[config.mk]
export PLATFORM = sky130hd
export DESIGN_NAME = mux_rr_sched
export DESIGN_NICKNAME = d
export VERILOG_FILES = /design/src/rtl/mux_rr_sched.sv
export SDC_FILE = /design/constraint.sdc
export NUM_CORES = 1
export LEC_CHECK = 0
export ABC_AREA = 1
export BUFFER_PORTS_ARGS = -buffer_cell sky130_fd_sc_hd__buf_4
export CAP_MARGIN = 0
export CORE_MARGIN = 1.5
export CORE_UTILIZATION = 42
export DETAILED_ROUTE_END_ITERATION = 7
export PLACE_DENSITY = 0.67
export SETUP_SLACK_MARGIN = 0.4
export SLEW_MARGIN = 20
export SYNTH_ARGS = -nofsm -noshare
export SYNTH_HDL_FRONTEND = slang
export SYNTH_SLANG_ARGS = --single-unit
[constraint.sdc]
create_clock -name CLK -period 3.9 [get_ports CLK]
set_input_delay 0 -clock CLK [delete_from_list [all_inputs] [get_ports CLK]]
set_output_delay 0 -clock CLK [all_outputs]
set_load 0.05 [all_outputs]
[src/rtl/mux_rr_sched.sv]
// Round-robin scheduler sharing one inverting 4:1 MUXX between four requesters.
// Optional macro MUX_SCHED_PRIO0_EN: requester 0 gets fixed top priority.
module mux_rr_sched #(
  parameter int SETTLE_CYCLES = 2,
  parameter int CNT_W         = 4
) (
  input  logic       CLK,
  input  logic       RST,
  input  logic [3:0] REQ,
  input  logic       NOTY,
  output logic       A0,
  output logic       A1,
  output logic [3:0] GNT,
  output logic       BUSY,
  output logic       Y_VALID,
  output logic       Y_OUT,
  output logic [1:0] Y_SRC
);

  typedef enum logic [1:0] {
    S_IDLE,
    S_SETTLE,
    S_CAPTURE
  } state_e;

  state_e           state_q, state_d;
  logic [CNT_W-1:0] cnt_q, cnt_d;
  logic [1:0]       pri_q, pri_d;
  logic [1:0]       sel_q, sel_d;
  logic [3:0]       gnt_q, gnt_d;
  logic             busy_q, busy_d;
  logic             yv_q, yv_d;
  logic             yout_q, yout_d;
  logic [1:0]       ysrc_q, ysrc_d;

  logic [1:0]       win;
  logic [1:0]       idx;
  logic             found;

  // Pick the first requester at or after the priority pointer
  always_comb begin
    win   = 2'd0;
    idx   = 2'd0;
    found = 1'b0;
`ifdef MUX_SCHED_PRIO0_EN
    if (REQ[0]) begin
      found = 1'b1;
    end
    for (int k = 0; k < 4; k++) begin
      idx = pri_q + 2'(k);
      if (!found && idx != 2'd0 && REQ[idx]) begin
        win   = idx;
        found = 1'b1;
      end
    end
`else
    for (int k = 0; k < 4; k++) begin
      idx = pri_q + 2'(k);
      if (!found && REQ[idx]) begin
        win   = idx;
        found = 1'b1;
      end
    end
`endif
  end

  // Next-state and output decode for the service sequence
  always_comb begin
    state_d = state_q;
    cnt_d   = cnt_q;
    pri_d   = pri_q;
    sel_d   = sel_q;
    gnt_d   = gnt_q;
    busy_d  = busy_q;
    yv_d    = 1'b0;
    yout_d  = yout_q;
    ysrc_d  = ysrc_q;
    unique case (state_q)
      S_IDLE: begin
        if (|REQ) begin
          sel_d   = win;
          gnt_d   = 4'b0001 << win;
          busy_d  = 1'b1;
          cnt_d   = CNT_W'(SETTLE_CYCLES - 1);
          state_d = S_SETTLE;
        end
      end
      S_SETTLE: begin
        if (cnt_q == '0) begin
          state_d = S_CAPTURE;
        end else begin
          cnt_d = cnt_q - CNT_W'(1);
        end
      end
      S_CAPTURE: begin
        yout_d  = ~NOTY;
        ysrc_d  = sel_q;
        yv_d    = 1'b1;
        gnt_d   = 4'b0000;
        busy_d  = 1'b0;
`ifdef MUX_SCHED_PRIO0_EN
        if (sel_q != 2'd0) begin
          pri_d = sel_q + 2'd1;
        end
`else
        pri_d   = sel_q + 2'd1;
`endif
        state_d = S_IDLE;
      end
      default: begin
        state_d = S_IDLE;
      end
    endcase
  end

  // State and output registers with synchronous reset
  always_ff @(posedge CLK) begin
    if (RST) begin
      state_q <= S_IDLE;
      cnt_q   <= '0;
      pri_q   <= 2'd0;
      sel_q   <= 2'd0;
      gnt_q   <= 4'b0000;
      busy_q  <= 1'b0;
      yv_q    <= 1'b0;
      yout_q  <= 1'b0;
      ysrc_q  <= 2'd0;
    end else begin
      state_q <= state_d;
      cnt_q   <= cnt_d;
      pri_q   <= pri_d;
      sel_q   <= sel_d;
      gnt_q   <= gnt_d;
      busy_q  <= busy_d;
      yv_q    <= yv_d;
      yout_q  <= yout_d;
      ysrc_q  <= ysrc_d;
    end
  end

  assign A0      = sel_q[0];
  assign A1      = sel_q[1];
  assign GNT     = gnt_q;
  assign BUSY    = busy_q;
  assign Y_VALID = yv_q;
  assign Y_OUT   = yout_q;
  assign Y_SRC   = ysrc_q;

endmodule

== Word-level counts from Yosys, hierarchy flattened ==
Index checks and enable logic that the tools add are counted.
W data, S select, Z words.

* Output and inout port bits: 11
* Bits in registers: 19

* Reduce and logical (&&, ||, !) cells: 15
* Muxes and demuxes: 26
* Shift operators: 1
* Bitwise gates (word level): 1
* $lt $le $gt $ge: 4
* Add/subtract/negate cells: 5
* Eq/ne operators: 5

{| class="wikitable"
|+ Operators by type and width
! kind !! number
|-
| $pmux W4 S2 || 2
|-
| $lt A2 B3 Y1 const B || 4
|-
| $mux W2 || 6
|-
| $mux W4 || 3
|-
| $mux W1 || 9
|-
| $bmux W1 S2 || 4
|-
| $ne A2 B2 Y1 const B || 3
|-
| $reduce_and A2 Y1 || 3
|-
| $add A2 B1 Y2 const B || 2
|-
| $add A2 B2 Y2 const B || 2
|-
| $logic_not A4 Y1 || 1
|-
| $pmux W2 S2 || 1
|-
| $reduce_bool A2 Y1 || 2
|-
| $reduce_or A4 Y1 || 1
|-
| $shl A1 B2 Y4 const A || 1
|-
| $sub A4 B1 Y4 const B || 1
|-
| $logic_and A1 B1 Y1 || 3
|-
| $logic_not A1 Y1 || 3
|-
| $reduce_and A3 Y1 || 1
|-
| $eq A2 B1 Y1 const B || 1
|-
| $eq A2 B2 Y1 const B || 1
|-
| $logic_not A2 Y1 || 1
|-
| $pmux W1 S2 || 1
|-
| $not A1 Y1 || 1
|}

== Longest topological paths before layout ==
Gate-level depths: netlist of run 1.

* Depth in word-level cells: 15
* Mapped depth: 15

== Least setup slack after synthesis of run 1 ==
No wires, ideal clock.

* Path kind: register to register
* Start: register pri_q[0]
* End: register gnt_q[1], in the netlist GNT[1]
* Arrival: 1.269 ns
* Required time: 3.840 ns
* Cell stages (with the launch flop): 12
* Setup slack: 2.571 ns
* Clock period less this slack: 1.329 ns
* Cells stage by stage: dfxtp_1 buf_6 inv_8 nand2_1 nand2_2 nand2_2 nand2_2 o21ai_1 nand3_2 a21oi_4 nand3b_1 nand2_1

* Cells in the longest elaborated chain, start to end: 15
* Elaborated cells between the ends (all ways): 27
* Those cells by class: add/sub: 3; shift: 1; mux: 17; reduce/logical: 6

{| class="wikitable"
|+ Ends and longest elaborated chain
! element !! line !! source
|-
| start, declared || 28 || <nowiki>logic [1:0] pri_q, pri_d;</nowiki>
|-
| start signal, assigned || 131 || <nowiki>pri_q <= pri_d;</nowiki>
|-
| branches (longest 11 deep; another with $add A2 B1 Y2) || n/a ||
|-
| $mux W2 * || 59 || <nowiki>if (!found && REQ[idx]) begin</nowiki>
|-
| $shl A1 B2 Y4 * || 82 || <nowiki>gnt_d = 4'b0001 << win;</nowiki>
|-
| $mux W4 * || 80 || <nowiki>if (|REQ) begin</nowiki>
|-
| $pmux W4 S2 * || 78 || <nowiki>unique case (state_q)</nowiki>
|-
| end signal, assigned || 133 || <nowiki>gnt_q <= gnt_d;</nowiki>
|-
| end, declared || 30 || <nowiki>logic [3:0] gnt_q, gnt_d;</nowiki>
|}

Mark *: on every way between the ends. The select of a mux whose other input is x is not followed.
A chain may end at the register's enable or synchronous reset.

== Final worst setup path of run 1 ==
* Start: register pri_q[0]
* End: register gnt_q[3], in the netlist GNT[3]

Same word-level chain as after synthesis.

==> impl_metrics.yaml, run 1 <==
run_status:
  status: "complete, no violations"
hold_path:
  hold_class: "in2reg"
timing:
  tightestPinTransition_ns: 0.4649
  slew_headroom_pct: 68.96
  fin_crit_sh_pct: 43.56
  setup_viol: 0
  fmaxAchievable_mhz: 588.7
  fin_ws_ns: 2.201
  rsz0062_at_grt: "false"
  timing.setup.tns_ns: 0
  period_needed_ns: 1.699
  slew_violations: 0
  hold_violations: 0
  finClkSkew_ns: 0.005328
routing:
  wl_um: 2241
  post-route-drc-count: 0
  avgRoutedWirePerCell_um: 10.93
  first_pass_iters: 4
  dr_total_vias: 1017
  viasPerCell: 4.961
  antenna_left: 0
  first_iter_violations: 10
global_routing:
  grtUsageTotal_pct: 18.45
  antenna_found_initial: 0
  grt_pass1_vias: 950
  grt-ovfl-total: 0
  grt_pass1_wl_um: 3870
  grt_max_degree: 12
placed_design:
  portBuffers: 17
  place_hpwl_um: 1779
  place_congestion: 0.8298
  dp_slack_ns: 2.216
  post_dp_cell_area_um2: 1196
floorplan:
  die_w_um: 53.00
  die_h_um: 53.00
  initial_core_util_pct: 46.12
  pin_count: 18
  dieArea_um2: 2808
  rows: 17
  core_um2: 2276
critical_path:
  endpoint_kind: "flip-flop"
  cp_data_required_time_ns: 4.15
  crit_chain: "nand2_1 > nand2_1 > nand2_1 > nand2_2 > inv_2 > o21ai_1 > nand3_2 > a21oi_4 > nand3_1 > nand2_1"
  crit_fanout: 10
  cp.arrival_ns: 1.95
  cp_slowest_stage_delay_ns: 0.62
  path_class: "reg2reg"
  cp_slowest_cell: "dfxtp_1"
  crit_path_frequent_cell: "nand2_1"
  startpoint_type: "flip-flop"
clocking:
  cts_root_buf: "clkbuf_4"
  cts_buffers: 3
  cts_buffer_depth: 2
  clkTransAtPathRegs_ns: 0.11
  cts_tree: "built"
  clock-sinks: 19
  clk_latency_ns: 0.30
  htreeDepth: 1
  postCtsSetupBuffers: 0
  cts_resized: 0
synthesis:
  syn_area_per_cell_um2: 6.729
  yosysSeqAreaShare_pct: 36.23
  synthAdderAreaFrac_pct: 1.192
  synthMuxAreaShare_pct: 0
  ys_ff_latch: 19
  yosys.area_share.simple_pct: 41.95
  synth_cells: 156
  synth_compound_area_share_pct: 10.49
  yosys_warnings: 0
  synth.net_count: 164
  synth_area_um2: 1050
  yosysUniqueCellTypes: 29
  synth_top_family_by_area: "simple AND/OR/NAND/NOR gates"
  synth_xor_area_share_pct: 0
power_and_ir_drop:
  vdd.ir_drop.worst_uv: 295.5
  p_leak_nw: 0.6438
  pwr_density_cell_nw_per_um2: 460.9
finish:
  drive_gt1_share_pct: 23.73
  utilization_pct: 54.65
  nets: 186
  syn_to_final_growth_pct: 18.47
  antenna_cells: 0
  design_area_um2: 1244
job:
  drv_cap: 0
## logic make-up (layout without fill, tap and decap cells)
kind of cell / Yosys count / in the layout
adders and majority gates: 1 / 1
AOI/OAI and AO/OA: 18 / 18
and+or+nand+nor: 94 / 94
DFF: 19 / 19
buffers and inverters: 24 / 45
## power by group
| group | internal (W) | switching, W | total (W) |
|---|---|---|---|
| registers | 0.000220 | 0.0000196 | 0.000239 |
| logic | 0.0000777 | 0.000158 | 0.000236 |
| clock network | 0.0000382 | 0.0000595 | 0.0000977 |
| total | 0.000336 | 0.000238 | 0.000573 |
## worst paths after layout
kind | cells past startpoint | slack [ns] | endpoint | startpoint
max | 10 | 2.20 | GNT[3]$_SDFFE_PP0P_ | pri_q[0]$_SDFFE_PP0P_
min | 5 | 0.27 | BUSY$_SDFFE_PP0P_ | REQ[3]
max reg2reg | 10 | 2.20 | GNT[3]$_SDFFE_PP0P_ | pri_q[0]$_SDFFE_PP0P_
min reg2reg | 2 | 0.48 | Y_SRC[1]$_SDFFE_PP0P_ | Y_SRC[1]$_SDFFE_PP0P_
## layout by cell type (no fill, tap or decap), types with 4 or more instances in the layout
cell type	count
nand3_1	9
nand2_1	47
nand2_2	12
inv_1	17
dfxtp_1	19
nor3_1	4
nor2_1	10
buf_4	17
a21oi_1	10
## sequential cells by signal (all words and copies together) (netlist names)
signal	cells
Y_OUT	1
state_q	2
GNT	4
Y_SRC	2
sel_q	2
Y_VALID	1
BUSY	1
cnt_q	4
pri_q	2
## layout make-up
| cell class | count | area, um2 |
|---|---|---|
| clock buffer | 3 | 22.52 |
| clock inverter | 1 | 5.005 |
| fill | 225 | 1032 |
| inverter | 22 | 90.09 |
| multi-input combinational | 113 | 563.0 |
| sequential | 19 | 380.4 |
| tap | 28 | 35.03 |
| timing repair buffer | 19 | 147.6 |
## Yosys cell counts (all sizes together)
cell type	number	area [um2]
inv	21	86.33
o21ai	3	15.01
nor4	2	12.51
dfxtp	19	380.4
or2	1	6.260
o22ai	1	6.260
nor3	4	20.02
clkinv	1	3.750
nand2	60	262.8
nand4	1	6.260
nor2	11	43.80
nand3b	1	7.510
o211ai	2	15.01
ha	1	12.51
nor3b	1	7.510
a21boi	1	7.510
and3	3	18.77
buf	2	16.26
nand3	10	55.05
a21oi	11	66.32
## through the flow
| step | cells | total power [W] | hold WS, ns |
|---|---|---|---|
| final | 205 | 0.0005732 | 0.2721 |
| after global routing | 205 | 0.0006152 | 0.3271 |
| after CTS | 205 | 0.0005777 | 0.2640 |
| after detailed placement | 199 | 0.0004788 | 0.1857 |
| after global placement | 199 | 0.0004739 | 0.1794 |
| after floorplan | 156 | 0.0004219 | 0.09142 |
## per-layer routing
metal | share of wire [%] | track usage [%]
met1 | 45 | 22.05
met2 | 50 | 33.13
met3 | 2.5 | 1.977
met4 | 1.8 | 7.692
met5 | 0 | 0
## critical path: cells and delay by family (launching register included)
kind | cells | cell delay (ns)
and+or+nand+nor | 7 | 0.71
AOI/OAI and AO/OA | 2 | 0.27
DFF | 1 | 0.62
buffers and inverters | 1 | 0.04
## timing repair
item,in CTS,in global routing
hold endpoints to repair,10,0
hold buffers,2,0
endpoints found under the setup margin,0,0
Note: power is estimated with default switching activity, not from simulation.
==> run 2: changes to the inputs <==
- clock period: 3.9 -> 1.8 ns (I/O delays scaled with it)
==> run 2 against run 1 <==
Clock power grew 130%. Sequential share of layout area shrank 3.4 points. Fmax is 16% higher. Flip-flop and latch count is the same. Clock skew about the same. Routed wire length up 25%. Combinational power grew to 2.8 times the previous value. Critical path type unchanged. Critical endpoint is now GNT[2]$_SDFFE_PP0P_. Highest routed layer unchanged.
==> impl_metrics.yaml, run 2 (synthesis gave the netlist of run 1 again) <==
floorplan:
  core_um2: 2276
  pin_count: 18
  die_h_um: 53.00
  rows: 17
  initial_core_util_pct: 46.12
  die_w_um: 53.00
  dieArea_um2: 2808
routing:
  dr_total_vias: 1097
  post-route-drc-count: 0
  antenna_left: 0
  wl_um: 2802
  avgRoutedWirePerCell_um: 12.97
  first_pass_iters: 4
  viasPerCell: 5.079
  first_iter_violations: 18
timing:
  fmaxAchievable_mhz: 682.7
  hold_violations: 0
  setup_viol: 0
  slew_violations: 0
  rsz0062_at_grt: "true"
  timing.setup.tns_ns: 0
  tightestPinTransition_ns: 0.3652
  period_needed_ns: 1.465
  fin_crit_sh_pct: 81.38
  slew_headroom_pct: 75.43
  finClkSkew_ns: 0.005819
placed_design:
  place_hpwl_um: 1859
  place_congestion: 0.8103
  portBuffers: 17
power_and_ir_drop:
  p_leak_nw: 0.7226
  power_w: 0.001400
  pwr_density_cell_nw_per_um2: 975.5
  vdd.ir_drop.worst_uv: 670.1
global_routing:
  grt_max_degree: 12
  grt_pass1_vias: 1021
  grt_pass1_wl_um: 4298
  grt-ovfl-total: 0
  antenna_found_initial: 0
  grtUsageTotal_pct: 21.10
clocking:
  clock-sinks: 19
  htreeDepth: 1
  cts_buffers: 3
  cts_tree: "built"
  clk_latency_ns: 0.31
  cts_root_buf: "clkbuf_4"
  clkTransAtPathRegs_ns: 0.11
  cts_buffer_depth: 2
critical_path:
  r2r_setup_slack_ns: 0.34
  crit_fanout: 5
  cp.arrival_ns: 1.71
  path_class: "reg2reg"
  startpoint_type: "flip-flop"
  cp_data_required_time_ns: 2.05
  endpoint_kind: "flip-flop"
hold_path:
  hold_class: "in2reg"
finish:
  layout_commonest_cell: "nand2_1"
  final_cell_mix: "38 x nand2_1, 25 x buf_4, 19 x nand2_2"
  syn_to_final_growth_pct: 36.71
  nets: 197
  drive_gt1_share_pct: 42.55
  antenna_cells: 0
  fillers: 221
run_status:
  status: "complete, no violations"
job:
  drv_cap: 0
run 2: changes by cell type in the layout (fill, tap and decap cells not counted), moves of 2 or more:
cell / before / now
buf_4: 17 / 25
buf_6: 0 / 2
nand3_2: 1 / 3
dfxtp_1: 19 / 13
inv_2: 3 / 6
nand2_1: 47 / 38
dfxtp_2: 0 / 5
nand2_2: 12 / 19
nand2_4: 1 / 3
inv_1: 17 / 13
nand3_1: 9 / 7
run 2: metal layers:
metal	GRT usage, %	share of wire, %	vias up
met3	4.802	2.3	4
met2	36.46	52	10
met1	24.78	44	522
met4	8.974	1.3	0
met5	0	0	-
li1	-	-	561
run 2: final cells by class:
type	instances	area (um2)	share of cell area, %
timing repair buffer	30	240.2	16.74
multi-input combinational	113	649.4	45.25
clock buffer	3	22.52	1.569
inverter	22	92.59	6.452
clock inverter	1	5.005	0.3487
tap	28	35.03	2.441
sequential	19	390.4	27.20
run 2: worst paths after layout:
kind	start	endpoint	depth (start not counted)
min	REQ[3]	BUSY$_SDFFE_PP0P_	5
max	pri_q[0]$_SDFFE_PP0P_	GNT[2]$_SDFFE_PP0P_	14
max reg2reg	pri_q[0]$_SDFFE_PP0P_	GNT[2]$_SDFFE_PP0P_	14
min reg2reg	state_q[1]$_SDFFE_PP0P_	state_q[1]$_SDFFE_PP0P_	1
run 2: report_power, final:
| group | switching, W | total, W | internal [W] |
|---|---|---|---|
| clock network | 0.000138 | 0.000221 | 0.0000831 |
| logic | 0.000403 | 0.000652 | 0.000248 |
| registers | 0.0000473 | 0.000527 | 0.000480 |
| total | 0.000588 | 0.00140 | 0.000812 |
run 2: critical path, cell delays in order (launching register included):
cell and delay, ns:
dfxtp_4 0.40, buf_6 0.14, nand2_4 0.05, nand2_2 0.05, nand2_2 0.09, nand2_4 0.07, inv_4 0.07, nand3_2 0.07
nand2_2 0.07, inv_2 0.03, nand2_2 0.07, nand2_2 0.06, nor2_1 0.10, nor2_1 0.05, nor2_1 0.07
run 2: through the flow:
stage	instance area [um2]	cells	hold slack (ns)	utilization (%)	worst slack [ns]
detailed placement	1211	201	0.1845	53.22	0.1553
CTS	1349	212	-0.07584	59.26	0.3606
finish	1435	216	0.2933	63.06	0.3352
global route	1435	216	0.3573	63.06	0.2391
floorplan	1050	156	0.09142	-	0.4706
global placement	1211	201	0.1795	53.22	0.2067
run 2: repair_timing:
item,in CTS,in global routing
pin swaps,7,6
resized for setup,21,17
endpoints found under the hold margin,10,8
hold buffers,2,1
buffers inserted,5,3
setup endpoints to repair,10,13
